$ cat src/rtl/al4s3b_wb_initiator_pkg.sv
// Shared types and default constants for the AL4S3B fabric Wishbone initiator.
// State encoding plus the default timeout geometry and error read value.
package al4s3b_wb_initiator_pkg;

    typedef enum logic [1:0] {
        ST_IDLE = 2'd0,
        ST_BUS  = 2'd1,
        ST_RSP  = 2'd2
    } wb_state_e;

    localparam int          TIMEOUT_CNTR_WIDTH_DEF = 4;
    localparam int          TIMEOUT_CYCLES_DEF     = 15;
    localparam logic [31:0] TIMEOUT_READ_VALUE_DEF = 32'hBAD_FAB_AC;

endpackage

$ cat src/rtl/al4s3b_wb_initiator.sv
// Single-outstanding Wishbone initiator: a valid/ready command port drives one
// classic WBs_* cycle, and the result (or a timeout error) is returned on a response port.
module al4s3b_wb_initiator
    import al4s3b_wb_initiator_pkg::*;
#(
    parameter int                ADDRWIDTH          = 17,
    parameter int                DATAWIDTH          = 32,
    parameter int                TIMEOUT_CNTR_WIDTH = TIMEOUT_CNTR_WIDTH_DEF,
    parameter int                TIMEOUT_CYCLES     = TIMEOUT_CYCLES_DEF,
    parameter logic [DATAWIDTH-1:0] TIMEOUT_READ_VALUE = TIMEOUT_READ_VALUE_DEF
) (
    input  logic                     WBs_CLK_i,
    input  logic                     WBs_RST_i,

    input  logic                     cmd_valid_i,
    output logic                     cmd_ready_o,
    input  logic                     cmd_we_i,
    input  logic [ADDRWIDTH-1:0]     cmd_adr_i,
    input  logic [(DATAWIDTH/8)-1:0] cmd_byte_stb_i,
    input  logic [DATAWIDTH-1:0]     cmd_dat_i,

    output logic                     rsp_valid_o,
    input  logic                     rsp_ready_i,
    output logic [DATAWIDTH-1:0]     rsp_dat_o,
    output logic                     rsp_err_o,

    output logic [ADDRWIDTH-1:0]     WBs_ADR_o,
    output logic                     WBs_CYC_o,
    output logic                     WBs_STB_o,
    output logic                     WBs_WE_o,
    output logic                     WBs_RD_o,
    output logic [(DATAWIDTH/8)-1:0] WBs_BYTE_STB_o,
    output logic [DATAWIDTH-1:0]     WBs_WR_DAT_o,
    input  logic [DATAWIDTH-1:0]     WBs_RD_DAT_i,
    input  logic                     WBs_ACK_i,

    output logic                     busy_o
);

    localparam int STBW = DATAWIDTH / 8;

    // Word-aligned bus address: the two byte-offset bits are always driven low.
    localparam logic [ADDRWIDTH-1:0] ADR_MASK =
        ~{{(ADDRWIDTH-2){1'b0}}, 2'b11};
    localparam logic [TIMEOUT_CNTR_WIDTH-1:0] CNT_LAST =
        TIMEOUT_CNTR_WIDTH'(TIMEOUT_CYCLES - 1);
    localparam logic [TIMEOUT_CNTR_WIDTH-1:0] CNT_ONE =
        TIMEOUT_CNTR_WIDTH'(1);

    wb_state_e                     state_q, state_d;
    logic [TIMEOUT_CNTR_WIDTH-1:0] cnt_q, cnt_d;
    logic [ADDRWIDTH-1:0]          adr_q, adr_d;
    logic                          cyc_q, cyc_d;
    logic                          we_q, we_d;
    logic                          rd_q, rd_d;
    logic [STBW-1:0]               byte_stb_q, byte_stb_d;
    logic [DATAWIDTH-1:0]          wr_dat_q, wr_dat_d;
    logic [DATAWIDTH-1:0]          rsp_dat_q, rsp_dat_d;
    logic                          rsp_err_q, rsp_err_d;

    // Next-state, timeout counter and bus/response register updates.
    always_comb begin
        state_d    = state_q;
        cnt_d      = cnt_q;
        adr_d      = adr_q;
        cyc_d      = cyc_q;
        we_d       = we_q;
        rd_d       = rd_q;
        byte_stb_d = byte_stb_q;
        wr_dat_d   = wr_dat_q;
        rsp_dat_d  = rsp_dat_q;
        rsp_err_d  = rsp_err_q;

        case (state_q)
            ST_IDLE: begin
                if (cmd_valid_i) begin
                    adr_d      = cmd_adr_i & ADR_MASK;
                    we_d       = cmd_we_i;
                    rd_d       = ~cmd_we_i;
                    cyc_d      = 1'b1;
                    byte_stb_d = cmd_byte_stb_i;
                    wr_dat_d   = cmd_dat_i;
                    cnt_d      = '0;
                    state_d    = ST_BUS;
                end else begin
                    state_d    = ST_IDLE;
                end
            end
            ST_BUS: begin
                // ACK is checked first so it beats a same-cycle terminal count.
                if (WBs_ACK_i) begin
                    rsp_dat_d = we_q ? '0 : WBs_RD_DAT_i;
                    rsp_err_d = 1'b0;
                    cyc_d     = 1'b0;
                    we_d      = 1'b0;
                    rd_d      = 1'b0;
                    state_d   = ST_RSP;
                end else if (cnt_q == CNT_LAST) begin
                    rsp_dat_d = TIMEOUT_READ_VALUE;
                    rsp_err_d = 1'b1;
                    cyc_d     = 1'b0;
                    we_d      = 1'b0;
                    rd_d      = 1'b0;
                    state_d   = ST_RSP;
                end else begin
                    cnt_d     = cnt_q + CNT_ONE;
                    state_d   = ST_BUS;
                end
            end
            ST_RSP: begin
                if (rsp_ready_i) begin
                    state_d = ST_IDLE;
                end else begin
                    state_d = ST_RSP;
                end
            end
            default: begin
                state_d = ST_IDLE;
                cyc_d   = 1'b0;
                we_d    = 1'b0;
                rd_d    = 1'b0;
            end
        endcase
    end

    // State and output registers with synchronous reset.
    always_ff @(posedge WBs_CLK_i) begin
        if (WBs_RST_i) begin
            state_q    <= ST_IDLE;
            cnt_q      <= '0;
            adr_q      <= '0;
            cyc_q      <= 1'b0;
            we_q       <= 1'b0;
            rd_q       <= 1'b0;
            byte_stb_q <= '0;
            wr_dat_q   <= '0;
            rsp_dat_q  <= '0;
            rsp_err_q  <= 1'b0;
        end else begin
            state_q    <= state_d;
            cnt_q      <= cnt_d;
            adr_q      <= adr_d;
            cyc_q      <= cyc_d;
            we_q       <= we_d;
            rd_q       <= rd_d;
            byte_stb_q <= byte_stb_d;
            wr_dat_q   <= wr_dat_d;
            rsp_dat_q  <= rsp_dat_d;
            rsp_err_q  <= rsp_err_d;
        end
    end

    // Ready is masked during reset so no command is taken while it is held.
    assign cmd_ready_o    = (state_q == ST_IDLE) & ~WBs_RST_i;
    assign rsp_valid_o    = (state_q == ST_RSP);
    assign busy_o         = (state_q != ST_IDLE);
    assign rsp_dat_o      = rsp_dat_q;
    assign rsp_err_o      = rsp_err_q;

    assign WBs_ADR_o      = adr_q;
    assign WBs_CYC_o      = cyc_q;
    assign WBs_STB_o      = cyc_q;
    assign WBs_WE_o       = we_q;
    assign WBs_RD_o       = rd_q;
    assign WBs_BYTE_STB_o = byte_stb_q;
    assign WBs_WR_DAT_o   = wr_dat_q;

endmodule

$ cat config.mk
export PLATFORM = sky130hd
export DESIGN_NAME = al4s3b_wb_initiator
export DESIGN_NICKNAME = d
export VERILOG_FILES = /design/src/rtl/al4s3b_wb_initiator_pkg.sv /design/src/rtl/al4s3b_wb_initiator.sv
export SDC_FILE = /design/constraint.sdc
export NUM_CORES = 1
export LEC_CHECK = 0
export CELL_PAD_IN_SITES_DETAIL_PLACEMENT = 1
export CELL_PAD_IN_SITES_GLOBAL_PLACEMENT = 2
export CORE_AREA = 2 2 110 165
export DETAILED_ROUTE_END_ITERATION = 8
export DIE_AREA = 0 0 112 167
export GPL_TIMING_DRIVEN = 0
export HOLD_SLACK_MARGIN = 0.06
export PLACE_DENSITY = 0.75
export SETUP_SLACK_MARGIN = 0.05
export SLEW_MARGIN = 30
export SYNTH_ARGS = -nofsm -noshare
export SYNTH_HDL_FRONTEND = slang
export SYNTH_SLANG_ARGS = --single-unit
$ cat constraint.sdc
create_clock -name WBs_CLK_i -period 2.2 [get_ports WBs_CLK_i]
set_input_delay 0.44 -clock WBs_CLK_i [delete_from_list [all_inputs] [get_ports WBs_CLK_i]]
set_output_delay 0.44 -clock WBs_CLK_i [all_outputs]
set_load 0.03 [all_outputs]
==> qor.txt <==
status: finished, final reports clean
maxcap violations: 0
number of I/O pins: 184
H-tree level count: 3
Worst Path Buf+Inv: 2
Root Buffer: clkbuf_16
critical path required time: 1.76 ns
Fmax: 511 MHz
crit-path max FO: 10
largest net degree at the start of global routing: 16
area added between synthesis and finish: 66.3%
CP max stage delay: 0.38 ns
power density cells: 750 nW/um2
Port Buf Inserts: 178
Cell Area, Synth: 3570 um2
first-pass GRT wire length: 20300 um
worst r2r src: cnt_q[0]$_SDFFE_PP0P_
CORE AREA: 17300 um2
Die ar.: 18700 um2
Final ANT Viol Nets: 0
row cnt: 59
crit path from: state_q[1]$_SDFF_PP0_
hold_ws: 0.457 ns
Die H: 167 um
ratio of cells with drive above 1 in the final layout: 5.96%
GPL Wtd Cong: 0.744
Syn Area/Cell: 8.37 um2
Setup CP Type: flip-flop to output port
unrepaired setup endpoints after global routing: no
Clock Path Buffers: 2
cts hold-fix bufs: 0
DRC: 0
startpoint types: flip-flop
YS warnings: 0
clk slew on worst S/H paths: 0.07 ns
GRT Total Usage: 13.6%
top cell type's share of synthesized area: 52.1%
Crit path max-delay family: buffers and inverters
Distinct cells, synth: 39
vias in the first global route: 3895
Pleak: 2.46 nW
dpl cell area: 5630 um2
Num CTS Buffers: 9
via count: 3621
maximum VDD drop: 0.265 mV
Cells after Synth: 427
Pre-antenna DRT Iters: 4
post-DP HPWL: 9980 um
CTS tree: done
flops & latches, synth: 93
die width: 112 um
Slew headroom: 56.9%
gr ovfl total: 0
fin area: 5940 um2
Main synth FF type: dfxtp_1
post-synthesis sequential area ratio: 52.1%
actual slew at the worst max-slew pin: 0.644 ns
routed wire length per instance: 15.5 um
largest area contributor in the netlist: dfxtp_1
Period minus WS final: 1.96 ns
DRT Wirelength: 12900 um
CP Data Arrival Time: 1.52 ns
initial antenna violation count: 1
nets: 710
Crit-path slowest cell: dlygate4sd2_1
Final Hold Fails: 0
endpoints failing setup: 0
clock sinks: 93
most numerous cell in the Yosys netlist: nand2_1
crit share post-route: 88.9%
Post-synth EDFFs: 0
vias per cell: 4.34
initial core utilization: 20.7%
Slew Limit Fails: 0
Setup Buffers After CTS: 0
top post-synthesis cells by count: nand2_1, dfxtp_1, a21oi_1
Synth area leaders: dfxtp_1, nand2_1, a21oi_1
final clock skew: 0.00699 ns
latest clock arrival within the worst-skew pair: 0.34 ns
drt first-iter violations: 75
post-layout util: 34.4%
worst min-delay path class: flip-flop to flip-flop
share of flip-flops with an asynchronous set or reset: 0%
CP Capture Type: output port
Worst Hold Launch: WBs_WR_DAT_o[24]$_SDFFE_PP0P_
critical path cell sequence: buf_2, or2_2, dlygate4sd2_1
kinds of logic after synthesis:
kind of cell / after synthesis / share of synthesized area (%)
simple gates: 141 / 16.6
buf+inv: 59 / 7.25
flops: 93 / 52.1
mux: 3 / 0.875
fa+ha+maj: 2 / 0.700
other cells: 1 / 0.105
compound gates: 128 / 22.3
power breakdown:
group	switching, mW	leakage, nW	total (mW)	internal (mW)
Sequential	0.0570	0.761	1.84	1.79
Clock	0.673	0.151	1.70	1.03
Combinational	0.506	1.54	0.919	0.414
per-layer routing:
metal | routed length (um) | GRT usage, % | up-vias
li1 | - | - | 1792
met1 | 4870 | 14.2 | 1698
met2 | 7020 | 25.7 | 112
met3 | 679 | 3.09 | 19
met4 | 337 | 5.51 | 0
met5 | 0 | 0 | -
worst min-delay path, stage by stage (launching register included):
cell	delay (ns)
dfxtp_1	0.31
nand2_1	0.05
a21oi_1	0.05
state kept, by name, summed over array words and instances, names as in the netlist:
| register | cells |
|---|---|
| WBs_ADR_o | 15 |
| WBs_BYTE_STB_o | 4 |
| WBs_CYC_o | 1 |
| WBs_RD_o | 1 |
| WBs_WE_o | 1 |
| WBs_WR_DAT_o | 32 |
| cnt_q | 4 |
| rsp_dat_o | 32 |
| rsp_err_o | 1 |
| state_q | 2 |
per-stage QoR:
stage / TNS (ns) / setup slack, ns / cells / power (mW)
after floorplan: 0 / 0.506 / 428 / 2.34
final: 0 / 0.243 / 835 / 4.46
after global routing: 0 / 0.126 / 835 / 4.68
after detailed placement: -1.10 / -0.0989 / 819 / 2.82
after global placement: -0.616 / -0.0610 / 819 / 2.80
after CTS: 0 / 0.0731 / 834 / 4.55
path summary, 6_finish.rpt:
kind | endpoint | slack, ns | cells past startpoint
setup / recovery | busy_o | 0.24 | 3
hold / removal | WBs_WR_DAT_o[24]$_SDFFE_PP0P_ | 0.46 | 2
setup reg to reg | rsp_dat_o[26]$_SDFFE_PP0P_ | 0.32 | 6
hold reg to reg | WBs_WR_DAT_o[24]$_SDFFE_PP0P_ | 0.46 | 2
cells in the final DEF (no fill, tap or decap), types with 3 or more instances in the layout:
master	Yosys	final
clkdlybuf4s50_1	0	175
nand2_1	118	118
dfxtp_1	93	93
a21oi_1	64	64
o21ai_0	32	32
inv_1	23	23
o211a_1	21	21
clkbuf_1	20	20
buf_2	9	9
clkbuf_16	0	9
nor2_1	6	6
nor2b_1	4	4
buf_4	3	3
final cells by class:
class                      instances  area, um2
fill                            2054      11300
clock inverter                     5       83.8
tap                              213        267
sequential                        93       1860
multi-input combinational        276       1460
timing repair buffer             178       1770
clock buffer                      10        239
buffer                            36        173
antenna                            1       2.50
inverter                          23       86.3
timing repair:
item                                    4_1_cts  5_1_grt
pin swaps                                     0        0
resized for setup                             3        2
endpoints found under the setup margin        3        1
No activity file was read; power rests on OpenSTA's default activity.
